**src/rtl/serial_add_seq.sv**
```systemverilog
`timescale 1ns/1ps
// ---------------------------------------------------------------------------
// serial_add_seq
//
// Bit-serial addition sequencer that drives an external 1-bit full-adder cell.
// Two WIDTH-bit operands are loaded on an accepted start. One bit per clock is
// presented to the cell, LSB first. The cell's sum bit and carry-out come back
// combinationally in the same cycle. The carry is held in a register between
// bits, and the completed WIDTH-bit sum plus final carry are presented with a
// start/busy/done handshake.
//
// Parameter:
//   WIDTH     operand/sum width in bits (1..32), default 4
//
// Ports:
//   clk       rising-edge clock
//   rst_n     asynchronous active-low reset
//   start     request; accepted only in IDLE or DONE
//   op_a      operand A, sampled on the accepting edge
//   op_b      operand B, sampled on the accepting edge
//   cin_init  initial carry, sampled on the accepting edge
//   sub       (SERIAL_ADD_SUB_EN only) 1 = compute op_a - op_b
//   fa_a      to fulladder.a   (0 outside SHIFT)
//   fa_b      to fulladder.b   (0 outside SHIFT)
//   fa_cin    to fulladder.cin (0 outside SHIFT)
//   fa_s      from fulladder.s
//   fa_cout   from fulladder.cout
//   busy      high while shifting
//   done      one-cycle pulse when sum/cout have just been updated
//   sum       last completed sum
//   cout      last completed carry-out (no-borrow flag in subtract mode)
//
// Optional feature macro: SERIAL_ADD_SUB_EN adds the sub input and subtract mode.
// ---------------------------------------------------------------------------
module serial_add_seq #(
  parameter int WIDTH = 4
) (
  input  logic             clk,
  input  logic             rst_n,
  input  logic             start,
  input  logic [WIDTH-1:0] op_a,
  input  logic [WIDTH-1:0] op_b,
  input  logic             cin_init,
`ifdef SERIAL_ADD_SUB_EN
  input  logic             sub,
`endif
  output logic             fa_a,
  output logic             fa_b,
  output logic             fa_cin,
  input  logic             fa_s,
  input  logic             fa_cout,
  output logic             busy,
  output logic             done,
  output logic [WIDTH-1:0] sum,
  output logic             cout
);

  // The counter must hold 0..WIDTH-1. Keep it at least one bit wide so that
  // WIDTH=1 still works.
  localparam int CNT_W = (WIDTH > 1) ? $clog2(WIDTH) : 1;

  typedef enum logic [1:0] {
    S_IDLE,
    S_SHIFT,
    S_DONE
  } state_t;

  state_t           r_state;
  logic [WIDTH-1:0] r_a_sh;
  logic [WIDTH-1:0] r_b_sh;
  logic [WIDTH-1:0] r_sum_sh;
  logic [WIDTH-1:0] r_sum;
  logic             r_carry;
  logic             r_cout;
  logic             r_busy;
  logic             r_done;
  logic [CNT_W-1:0] r_cnt;

  logic [WIDTH-1:0] w_sum_next;
  logic [WIDTH-1:0] w_b_load;
  logic             w_carry_load;

  // The returning sum bit enters at the MSB, so after WIDTH shifts the
  // LSB-first bit stream ends up in its natural order.
  // NOTE: every always_comb output gets a default first, so no path can leave
  // it unassigned and infer a latch.
  always_comb begin
    w_sum_next            = r_sum_sh >> 1;
    w_sum_next[WIDTH-1]   = fa_s;
  end

`ifdef SERIAL_ADD_SUB_EN
  // Subtraction is A + ~B + 1. cin_init is ignored in subtract mode.
  always_comb begin
    w_b_load     = sub ? ~op_b : op_b;
    w_carry_load = sub ? 1'b1  : cin_init;
  end
`else
  always_comb begin
    w_b_load     = op_b;
    w_carry_load = cin_init;
  end
`endif

  // The cell inputs are gated with busy, so the cell sees 0 outside SHIFT.
  assign fa_a   = r_busy & r_a_sh[0];
  assign fa_b   = r_busy & r_b_sh[0];
  assign fa_cin = r_busy & r_carry;

  assign busy = r_busy;
  assign done = r_done;
  assign sum  = r_sum;
  assign cout = r_cout;

  // NOTE: the datapath registers are reset along with the control state.
  // An aborted operation must leave sum/cout at 0, not a stale partial result.
  always_ff @(posedge clk or negedge rst_n) begin
    if (!rst_n) begin
      r_state  <= S_IDLE;
      r_a_sh   <= '0;
      r_b_sh   <= '0;
      r_sum_sh <= '0;
      r_sum    <= '0;
      r_carry  <= 1'b0;
      r_cout   <= 1'b0;
      r_busy   <= 1'b0;
      r_done   <= 1'b0;
      r_cnt    <= '0;
    end else begin
      // NOTE: sequential state uses non-blocking assignments only, so every
      // register samples pre-edge values regardless of statement order.
      case (r_state)
        S_IDLE, S_DONE: begin
          r_done <= 1'b0;
          if (start) begin
            r_a_sh   <= op_a;
            r_b_sh   <= w_b_load;
            r_carry  <= w_carry_load;
            r_sum_sh <= '0;
            r_cnt    <= '0;
            r_busy   <= 1'b1;
            r_state  <= S_SHIFT;
          end else begin
            r_state  <= S_IDLE;
          end
        end

        S_SHIFT: begin
          r_sum_sh <= w_sum_next;
          r_carry  <= fa_cout;
          r_a_sh   <= r_a_sh >> 1;
          r_b_sh   <= r_b_sh >> 1;
          r_cnt    <= r_cnt + CNT_W'(1);
          // The last bit edge publishes the result, including this bit.
          if (r_cnt == CNT_W'(WIDTH - 1)) begin
            r_sum   <= w_sum_next;
            r_cout  <= fa_cout;
            r_busy  <= 1'b0;
            r_done  <= 1'b1;
            r_state <= S_DONE;
          end
        end

        default: begin
          r_busy  <= 1'b0;
          r_done  <= 1'b0;
          r_state <= S_IDLE;
        end
      endcase
    end
  end

endmodule

```
**config.mk**
```make
export PLATFORM = sky130hd
export DESIGN_NAME = serial_add_seq
export DESIGN_NICKNAME = d
export VERILOG_FILES = /design/src/rtl/serial_add_seq.sv
export SDC_FILE = /design/constraint.sdc
export NUM_CORES = 1
export LEC_CHECK = 0
export CORE_MARGIN = 8
export CORE_UTILIZATION = 52
export CTS_CLUSTER_DIAMETER = 120
export DETAILED_ROUTE_END_ITERATION = 10
export GPL_TIMING_DRIVEN = 0
export PLACE_DENSITY = 0.93
export SYNTH_ARGS = -nofsm -noshare
export SYNTH_HDL_FRONTEND = slang
export SYNTH_SLANG_ARGS = --single-unit
```
**constraint.sdc**
```tcl
create_clock -name clk -period 1.85 [get_ports clk]
set_input_delay 0.37 -clock clk [delete_from_list [all_inputs] [get_ports clk]]
set_output_delay 0.37 -clock clk [all_outputs]
set_load 0.05 [all_outputs]
```
==> run metrics, run 1 <==
initial antenna violation count 0; vias in the first global route 789; Compound-Gate Fraction of Synth Area 0.134; root buffer cell clkbuf_4; initial DRC count 17; fmax 566 MHz; layout overhead on the synthesized area 28.1%; Seq/Total Area, Yosys 0.528; synthesis-stage register bit count 22; die area 3690 sq um; Post-Synth Simple-Gate Area 0.114; Max FO, Critical Path 6; Die Y 60.8 um; status finished, final reports clean; kind of end point of the critical path output port; Worst Hold Class reg2reg; combinational family with the most area after synthesis multiplexers; H-Tree Depth 1; GR Util met2 0.226; Final Skew 0.00445 ns; Largest stage delay, worst path 0.53 ns; Nets 134; min cycle time layout 1.77 ns; Vias 786; placer congestion estimate 0.782; cts hold-fix bufs 0; 1st-pass router iterations 5; Synth area leaders dfrtp_1 (53%), mux2_2 (8.6%), mux2i_1 (5.8%); Synth Area per Inst 11.5 sq um; Hold Vio Cnt, Final 0; CP max-delay cell dlygate4sd2_1; Routed WL per cell 15.2 um; Yosys top cell area share 0.528; syn_nets 106; Congestion Overflow GR 0; XOR/XNOR share of the synthesized area 0.00840; distinct cell type count of the synthesized netlist 22; # rows 16; fin area 1340 sq um; CTS Buf Count 3; dpl cell area 1310 sq um; Setup TNS Final 0 ns; hpwl dp 1590 um; CP required 1.48 ns; VDD IR max 0.00102 V; Placement Setup Slack 0.117 ns; Final ANT Viol Nets 0; ANT cells 0; ys flop type dfrtp_1; number of remaining DRC errors 0; Max-Cap Viols 0; WP data arrival 1.40 ns; dominant delay contributor by cell family on the critical path buffers and inverters; unrepaired setup endpoints after global routing false; Cell Area, Synth 1040 sq um; CTS tree done; critical path class reg2out; fin. max-slew vios 0; routing usage on met3 0.0106; CTS sink count 22; synth warn 0; Post-synth top cells dfrtp_1 (22), mux2_2 (8), a21oi_1 (7), mux2i_1 (6), o21ai_0 (6); Critical Path, Cell by Cell and2_1 -> dlygate4sd2_1; area leader, netlist dfrtp_1; core area 1920 sq um; cell count after synthesis 91; worst setup margin 0.0835 ns; clk_lat worst skew 0.30 ns; PortBufs 23; async set or reset register ratio after synthesis 1.00; max_slew headroom 0.366; layout cells sized above 1 0.145; GRT Overall Usage 0.126; Clock Pin Slew Worst Setup and Hold Paths 0.11 ns; Final setup viols 0; Longest Clk Path Bufs 2; first-pass GRT wire length 3510 um; busiest layer in global routing met2; mux contribution to synthesized area 0.158; Final Cycle Share 0.955; largest net degree at the start of global routing 23; total wire length 2190 um; pwr/cell area 1760 nW/um^2; LEAKAGE 0.641 nW; number of synthesized flops with an enable pin 0; Setup crit start kind flop; r2r setup slk 0.53 ns; Initial Util 0.542; WP buf/inv 1; worst slew pin tran 0.949 ns; I/O pin total 24; Via density 5.46; Post-Synth Adder-Cell Area 0.0120; Die Width 60.8 um; most numerous cell in the Yosys netlist dfrtp_1; GR Util met1 0.145
==> stage by stage <==
| stage | std cells | util | total power, mW | hold WS, ns |
|---|---|---|---|---|
| 6_report | 144 | 0.695 | 2.35 | 0.510 |
| 5_1_grt | 144 | 0.695 | 2.50 | 0.532 |
| 4_1_cts | 144 | 0.688 | 2.37 | 0.520 |
| 3_5_place_dp | 141 | 0.680 | 2.20 | 0.494 |
| 3_3_place_gp | 141 | 0.680 | 2.15 | 0.488 |
| 2_1_floorplan | 91 | - | 1.80 | 0.0744 |
==> worst register-to-register path: stages, from the launching register on <==
cell and delay (ns):
dfrtp_1 0.43, ha_1 0.26, nand3b_2 0.18, mux2_2 0.35
==> layout by cell type (no fill, tap or decap) <==
cell type / count
mux2i_1: 6
nor2_1: 3
buf_6: 1
nor2b_1: 4
buf_4: 2
mux2_2: 8
dfrtp_1: 22
a22o_1: 3
nand2_1: 3
o22ai_1: 3
a21oi_1: 7
inv_1: 4
nand2b_1: 4
o21ai_0: 6
nand3_1: 2
ha_1: 1
and2_1: 4
mux2_4: 1
buf_2: 1
dlygate4sd2_1: 5
clkbuf_4: 3
a211oi_1: 4
nand3b_2: 1
clkdlybuf4s50_1: 13
xnor2_1: 1
dlymetal6s2s_1: 5
==> power breakdown <==
part           total, mW  leakage, nW  switching, mW  internal (mW)
clock network      0.206       0.0138          0.130         0.0758
logic               1.28        0.358          0.761          0.519
registers          0.864        0.270          0.161          0.703
total               2.35        0.641           1.05           1.30
==> timing repair <==
action | CTS | global route
resized for setup | 5 | 5
setup endpoints to repair | 5 | 5
cloned | 0 | 0
setup buffers | 0 | 0
endpoints found under the hold margin | 0 | 0
==> worst paths after layout <==
| check | startpoint | to | cells after the start |
|---|---|---|---|
| hold reg to reg | cout | cout | 1 |
| setup reg to reg | r_cnt[0] | sum[2] | 3 |
| hold / removal | cout | cout | 1 |
| max in group asynchronous | rst_n | r_cnt[1] | 1 |
| min in group asynchronous | rst_n | sum[1] | 1 |
| setup / recovery | busy | fa_cin | 2 |
==> layout make-up <==
type / instances / area [sq um]
clock buffers: 3 / 22.5
inverters: 4 / 15.0
fillers: 153 / 587
repair buffers: 23 / 236
well taps: 27 / 33.8
plain buffers: 4 / 31.3
flip-flops and latches: 22 / 551
multi-input cells: 61 / 445
==> layer usage <==
metal  wire length, um  up-vias  part of all wire
li1                  -      379                 -
met5                 0        -                 0
met3                96        5             0.044
met4                40        0             0.018
met1               939      383              0.43
met2              1120       19              0.51
==> cells by family after synthesis <==
family | after synthesis
AO/OA/AOI/OAI | 23
buffers and inverters | 8
AND/OR/NAND/NOR | 21
XOR/XNOR | 1
multiplexers | 15
flip-flops | 22
adder cells (fa/ha/maj) | 1
==> state kept, by name, indices dropped and copies added (netlist names) <==
signal and flops:
r_sum_sh 3, r_state 2, r_carry 1, sum 4
cout 1, r_b_sh 4, busy 1, r_a_sh 4
r_cnt 2
(Power assumes the default switching activity.)
==> inputs of run 2 (changes only) <==
- CAP_MARGIN: unset -> 20
- PLACE_DENSITY: 0.93 -> 0.83
- SKIP_LAST_GASP: unset -> 1
==> run 2 against run 1 <==
Against the previous run:
- wire length is 4.0% higher
- flip-flop and latch count did not move
- register-to-register slack about the same
- critical path depth is the same
- clock skew is 0.0022 ns higher
- setup slack improved by 0.0055 ns
- critical endpoint is now fa_b
==> run metrics, run 2 (synthesis gave the netlist of run 1 again) <==
status finished, final reports clean; Placement Setup Slack 0.104 ns; Max FO, Critical Path 6; Worst Hold Class reg2reg; placer congestion estimate 0.781; Final Skew 0.00661 ns; core area 1920 sq um; 1st-pass router iterations 6; layout cells sized above 1 0.161; Die Y 60.8 um; first-pass GRT wire length 3830 um; Final ANT Viol Nets 0; Longest Clk Path Bufs 2; Clock Pin Slew Worst Setup and Hold Paths 0.12 ns; Critical Path, Cell by Cell and2_1 -> clkdlybuf4s15_1; kind of end point of the critical path output port; WP data arrival 1.39 ns; LEAKAGE 0.605 nW; Largest stage delay, worst path 0.49 ns; GR Util met2 0.238; unrepaired setup endpoints after global routing false; routing usage on met3 0.0297; CP required 1.48 ns; Final setup viols 0; GR Util met1 0.157; layout overhead on the synthesized area 27.9%; worst setup margin 0.0889 ns; cts hold-fix bufs 0; max_slew headroom 0.358; fin. max-slew vios 0; Via density 5.51; min cycle time layout 1.76 ns; largest net degree at the start of global routing 23; most common cell after layout, fill and taps aside dfrtp_1; vias in the first global route 843; CTS sink count 22; CTS Buf Count 3; PortBufs 23; CTS tree done; pwr/cell area 1790 nW/um^2; H-Tree Depth 1; Setup crit start kind flop; Placed Instances 141; # rows 16; Setup TNS Final 0 ns; Post-Layout Cell Count 145; initial antenna violation count 0; Die Width 60.8 um; CP max-delay cell clkdlybuf4s15_1; busiest layer in global routing met2; Pwr Total 2.39 mW; Initial Util 0.542; initial DRC count 12; post-CTS setup buffers 0; Hold Vio Cnt, Final 0; fin area 1330 sq um; worst slew pin tran 0.960 ns; number of remaining DRC errors 0; VDD IR max 0.00124 V; Congestion Overflow GR 0; Routed WL per cell 15.7 um; commonest cells after routing, fill and taps aside dfrtp_1 (22), clkdlybuf4s50_1 (13), mux2_2 (8); reg2reg path depth 3; Nets 134; fmax 568 MHz; critical path class reg2out; Max-Cap Viols 0; dpl cell area 1310 sq um; die area 3690 sq um; root buffer cell clkbuf_4; Final Cycle Share 0.952; ANT cells 0; total wire length 2280 um; GRT Overall Usage 0.138; I/O pin total 24; hpwl dp 1700 um; Vias 799; hold depth 1; clk_lat worst skew 0.30 ns
## run 2: changes by cell type in the layout (fill, tap and decap cells not counted), sizes merged
cell | previous run | this run
dlymetal6s2s | 5 | 1
clkbuf | 3 | 5
clkdlybuf4s15 | 0 | 2
dlygate4sd2 | 5 | 6
## run 2: power by group
part	leakage [nW]	total (mW)	internal [mW]	switching, mW
Clock	0.0210	0.260	0.120	0.140
Sequential	0.270	0.867	0.702	0.165
Combinational	0.314	1.26	0.494	0.764
## run 2: routing by layer
metal  share of wire  up-vias
li1                -      377
met1            0.44      403
met2            0.51       15
met3           0.040        4
met4           0.014        0
met5               0        -
## run 2: repair_timing
| item | 4_1_cts | 5_1_grt |
|---|---|---|
| endpoints found under the setup margin | 9 | 4 |
| pin swaps | 0 | 0 |
| resized for setup | 9 | 5 |
## run 2: final timing paths
path	slack [ns]	start	end
hold / removal	0.52	sum[1]	sum[1]
min in group asynchronous	0.59	rst_n	sum[1]
setup / recovery	0.09	busy	fa_b
setup reg to reg	0.54	r_cnt[0]	sum[1]
max in group asynchronous	0.68	rst_n	r_b_sh[0]
hold reg to reg	0.52	sum[1]	sum[1]
## run 2: critical path: cells and delay by family (launching register included)
family	cells	cell delay (ns)
buffers and inverters	1	0.49
DFF	1	0.45
and+or+nand+nor	1	0.15
## run 2: metrics by stage
| step | utilization | hold slack, ns |
|---|---|---|
| 2_1_floorplan | - | 0.0744 |
| 3_3_place_gp | 0.680 | 0.488 |
| 3_5_place_dp | 0.680 | 0.497 |
| 4_1_cts | 0.693 | 0.524 |
| 5_1_grt | 0.693 | 0.536 |
| 6_report | 0.693 | 0.518 |
## run 2: layout make-up
type	count	area, sq um
flip-flops and latches	22	551
multi-input cells	61	445
repair buffers	23	220
well taps	27	33.8
clock buffers	4	36.3
fillers	167	589
inverters	4	15.0
plain buffers	4	31.3
==> inputs of run 3 (changes only) <==
- CAP_MARGIN: 20 -> 15
- CORE_UTILIZATION: 52 -> 53
- DONT_BUFFER_PORTS: unset -> 1
- PLACE_DENSITY: 0.83 -> 0.68
==> run 3 against run 2 <==
Against the previous run:
- critical path depth shrank 1
- clock power grew 2%
- clock-buffer cell count is the same
- setup slack lost 0.0055 ns
- final area shrank 16%
- combinational power shrank 34%
- sequential power grew 29%
- die area shrank 1.4%
- register-to-register slack lost 0.28 ns
- global-route usage shrank 0.92 points
==> run metrics, run 3 (synthesis gave the netlist of run 1 again) <==
Placed Instances 118; Pint 1.19 mW; FILL cells 163; Final Cycle Share 0.955; Reg power frac 0.506; Clock Power Share 0.120; total wire length 2040 um; fin. max-slew vios 0; Longest Clk Path Bufs 2; Psw 1.02 mW; max_slew headroom 0.357; CP required 1.48 ns; WP data arrival 1.40 ns; die area 3640 sq um; Critical Path, Cell by Cell and2_1; largest net degree at the start of global routing 23; worst slew pin tran 0.961 ns; fin area 1120 sq um; Clock Pin Slew Worst Setup and Hold Paths 0.12 ns; Die Width 60.3 um; Final setup viols 0; Largest stage delay, worst path 0.58 ns; layout overhead on the synthesized area 7.80%; Via density 5.70; CP max-delay cell dfrtp_2; Post-Layout Cell Count 123; pwr/cell area 1970 nW/um^2; Setup crit start kind flop; CTS Buf Count 3; Max-Cap Viols 0; layout cells sized above 1 0.198; initial DRC count 18; kind of end point of the critical path output port; # rows 16; GRT Overall Usage 0.129; Setup TNS Final 0 ns; I/O pin total 24; Worst Hold Class in2reg; Final ANT Viol Nets 0; Max FO, Critical Path 6; Hold Vio Cnt, Final 0; LEAKAGE 0.494 nW; root buffer cell clkbuf_4; Nets 112; placer congestion estimate 0.731; Die Y 60.3 um; CTS tree done; vias in the first global route 756; Logic pwr share 0.374; Congestion Overflow GR 0; dominant delay contributor by cell family on the critical path flip-flops; WP buf/inv 0; min cycle time layout 1.77 ns; most common cell after layout, fill and taps aside dfrtp_1; number of remaining DRC errors 0; unrepaired setup endpoints after global routing false; ANT cells 0; 1st-pass router iterations 4; Routed WL per cell 16.6 um; CTS sink count 22; critical path class reg2out; sw frac 0.463; Final Skew 0.000759 ns; post-CTS setup buffers 0; PortBufs 0; VDD IR max 0.00114 V; initial antenna violation count 0; commonest cells after routing, fill and taps aside dfrtp_1 (21), mux2_2 (8), a21oi_1 (7); fmax 566 MHz; Vias 701; clk_lat worst skew 0.31 ns; hpwl dp 1480 um; core area 1900 sq um; dpl cell area 1080 sq um; H-Tree Depth 1; first-pass GRT wire length 3490 um; Initial Util 0.548; status finished, final reports clean
==> run 3: cell type report <==
class	instances	area, sq um	share of cell area
multi-input combinational	61	445	0.396
sequential	22	552	0.491
inverter	4	15.0	0.0134
clock buffer	4	36.3	0.0323
timing repair buffer	1	10.0	0.00891
buffer	4	31.3	0.0278
tap	27	33.8	0.0301
==> run 3: worst paths after layout <==
kind	start	slack (ns)	cells past startpoint	endpoint
setup / recovery	busy	0.08	1	fa_cin
hold / removal	fa_s	0.20	1	sum[3]
setup reg to reg	r_state[1]	0.26	3	r_sum_sh[1]
hold reg to reg	r_b_sh[1]	0.53	2	r_b_sh[1]
max in group asynchronous	rst_n	0.56	1	busy
min in group asynchronous	rst_n	0.64	1	sum[1]
==> run 3: stage by stage <==
| stage | util | total power, mW | setup slack (ns) | hold WS (ns) |
|---|---|---|---|---|
| after global routing | 0.591 | 2.37 | 0.0200 | 0.173 |
| after detailed placement | 0.566 | 1.96 | 0.247 | 0.0750 |
| after global placement | 0.566 | 1.92 | 0.262 | 0.0751 |
| final | 0.591 | 2.21 | 0.0834 | 0.196 |
| after floorplan | - | 1.80 | 0.322 | 0.0744 |
| after CTS | 0.591 | 2.23 | 0.0658 | 0.188 |
==> run 3: power by group through the flow <==
stage | Combinational, mW | Clock (mW) | Sequential [mW]
final | 0.827 | 0.266 | 1.12
after global routing | 0.922 | 0.296 | 1.15
after CTS | 0.836 | 0.273 | 1.12
after detailed placement | 0.822 | 0 | 1.13
after global placement | 0.801 | 0 | 1.12
after floorplan | 0.721 | 0 | 1.07
==> run 3: layer usage <==
| layer | up-vias | GRT usage | part of all wire |
|---|---|---|---|
| li1 | 329 | - | - |
| met1 | 346 | 0.157 | 0.43 |
| met2 | 21 | 0.201 | 0.47 |
| met3 | 5 | 0.0360 | 0.083 |
| met4 | 0 | 0.0714 | 0.022 |
| met5 | - | 0 | 0 |
==> run 3: timing repair <==
item | 4_1_cts | 5_1_grt
hold buffers | 1 | 0
gates resized for setup | 1 | 0
setup endpoints to repair | 3 | 0
endpoints found under the hold margin | 22 | 0
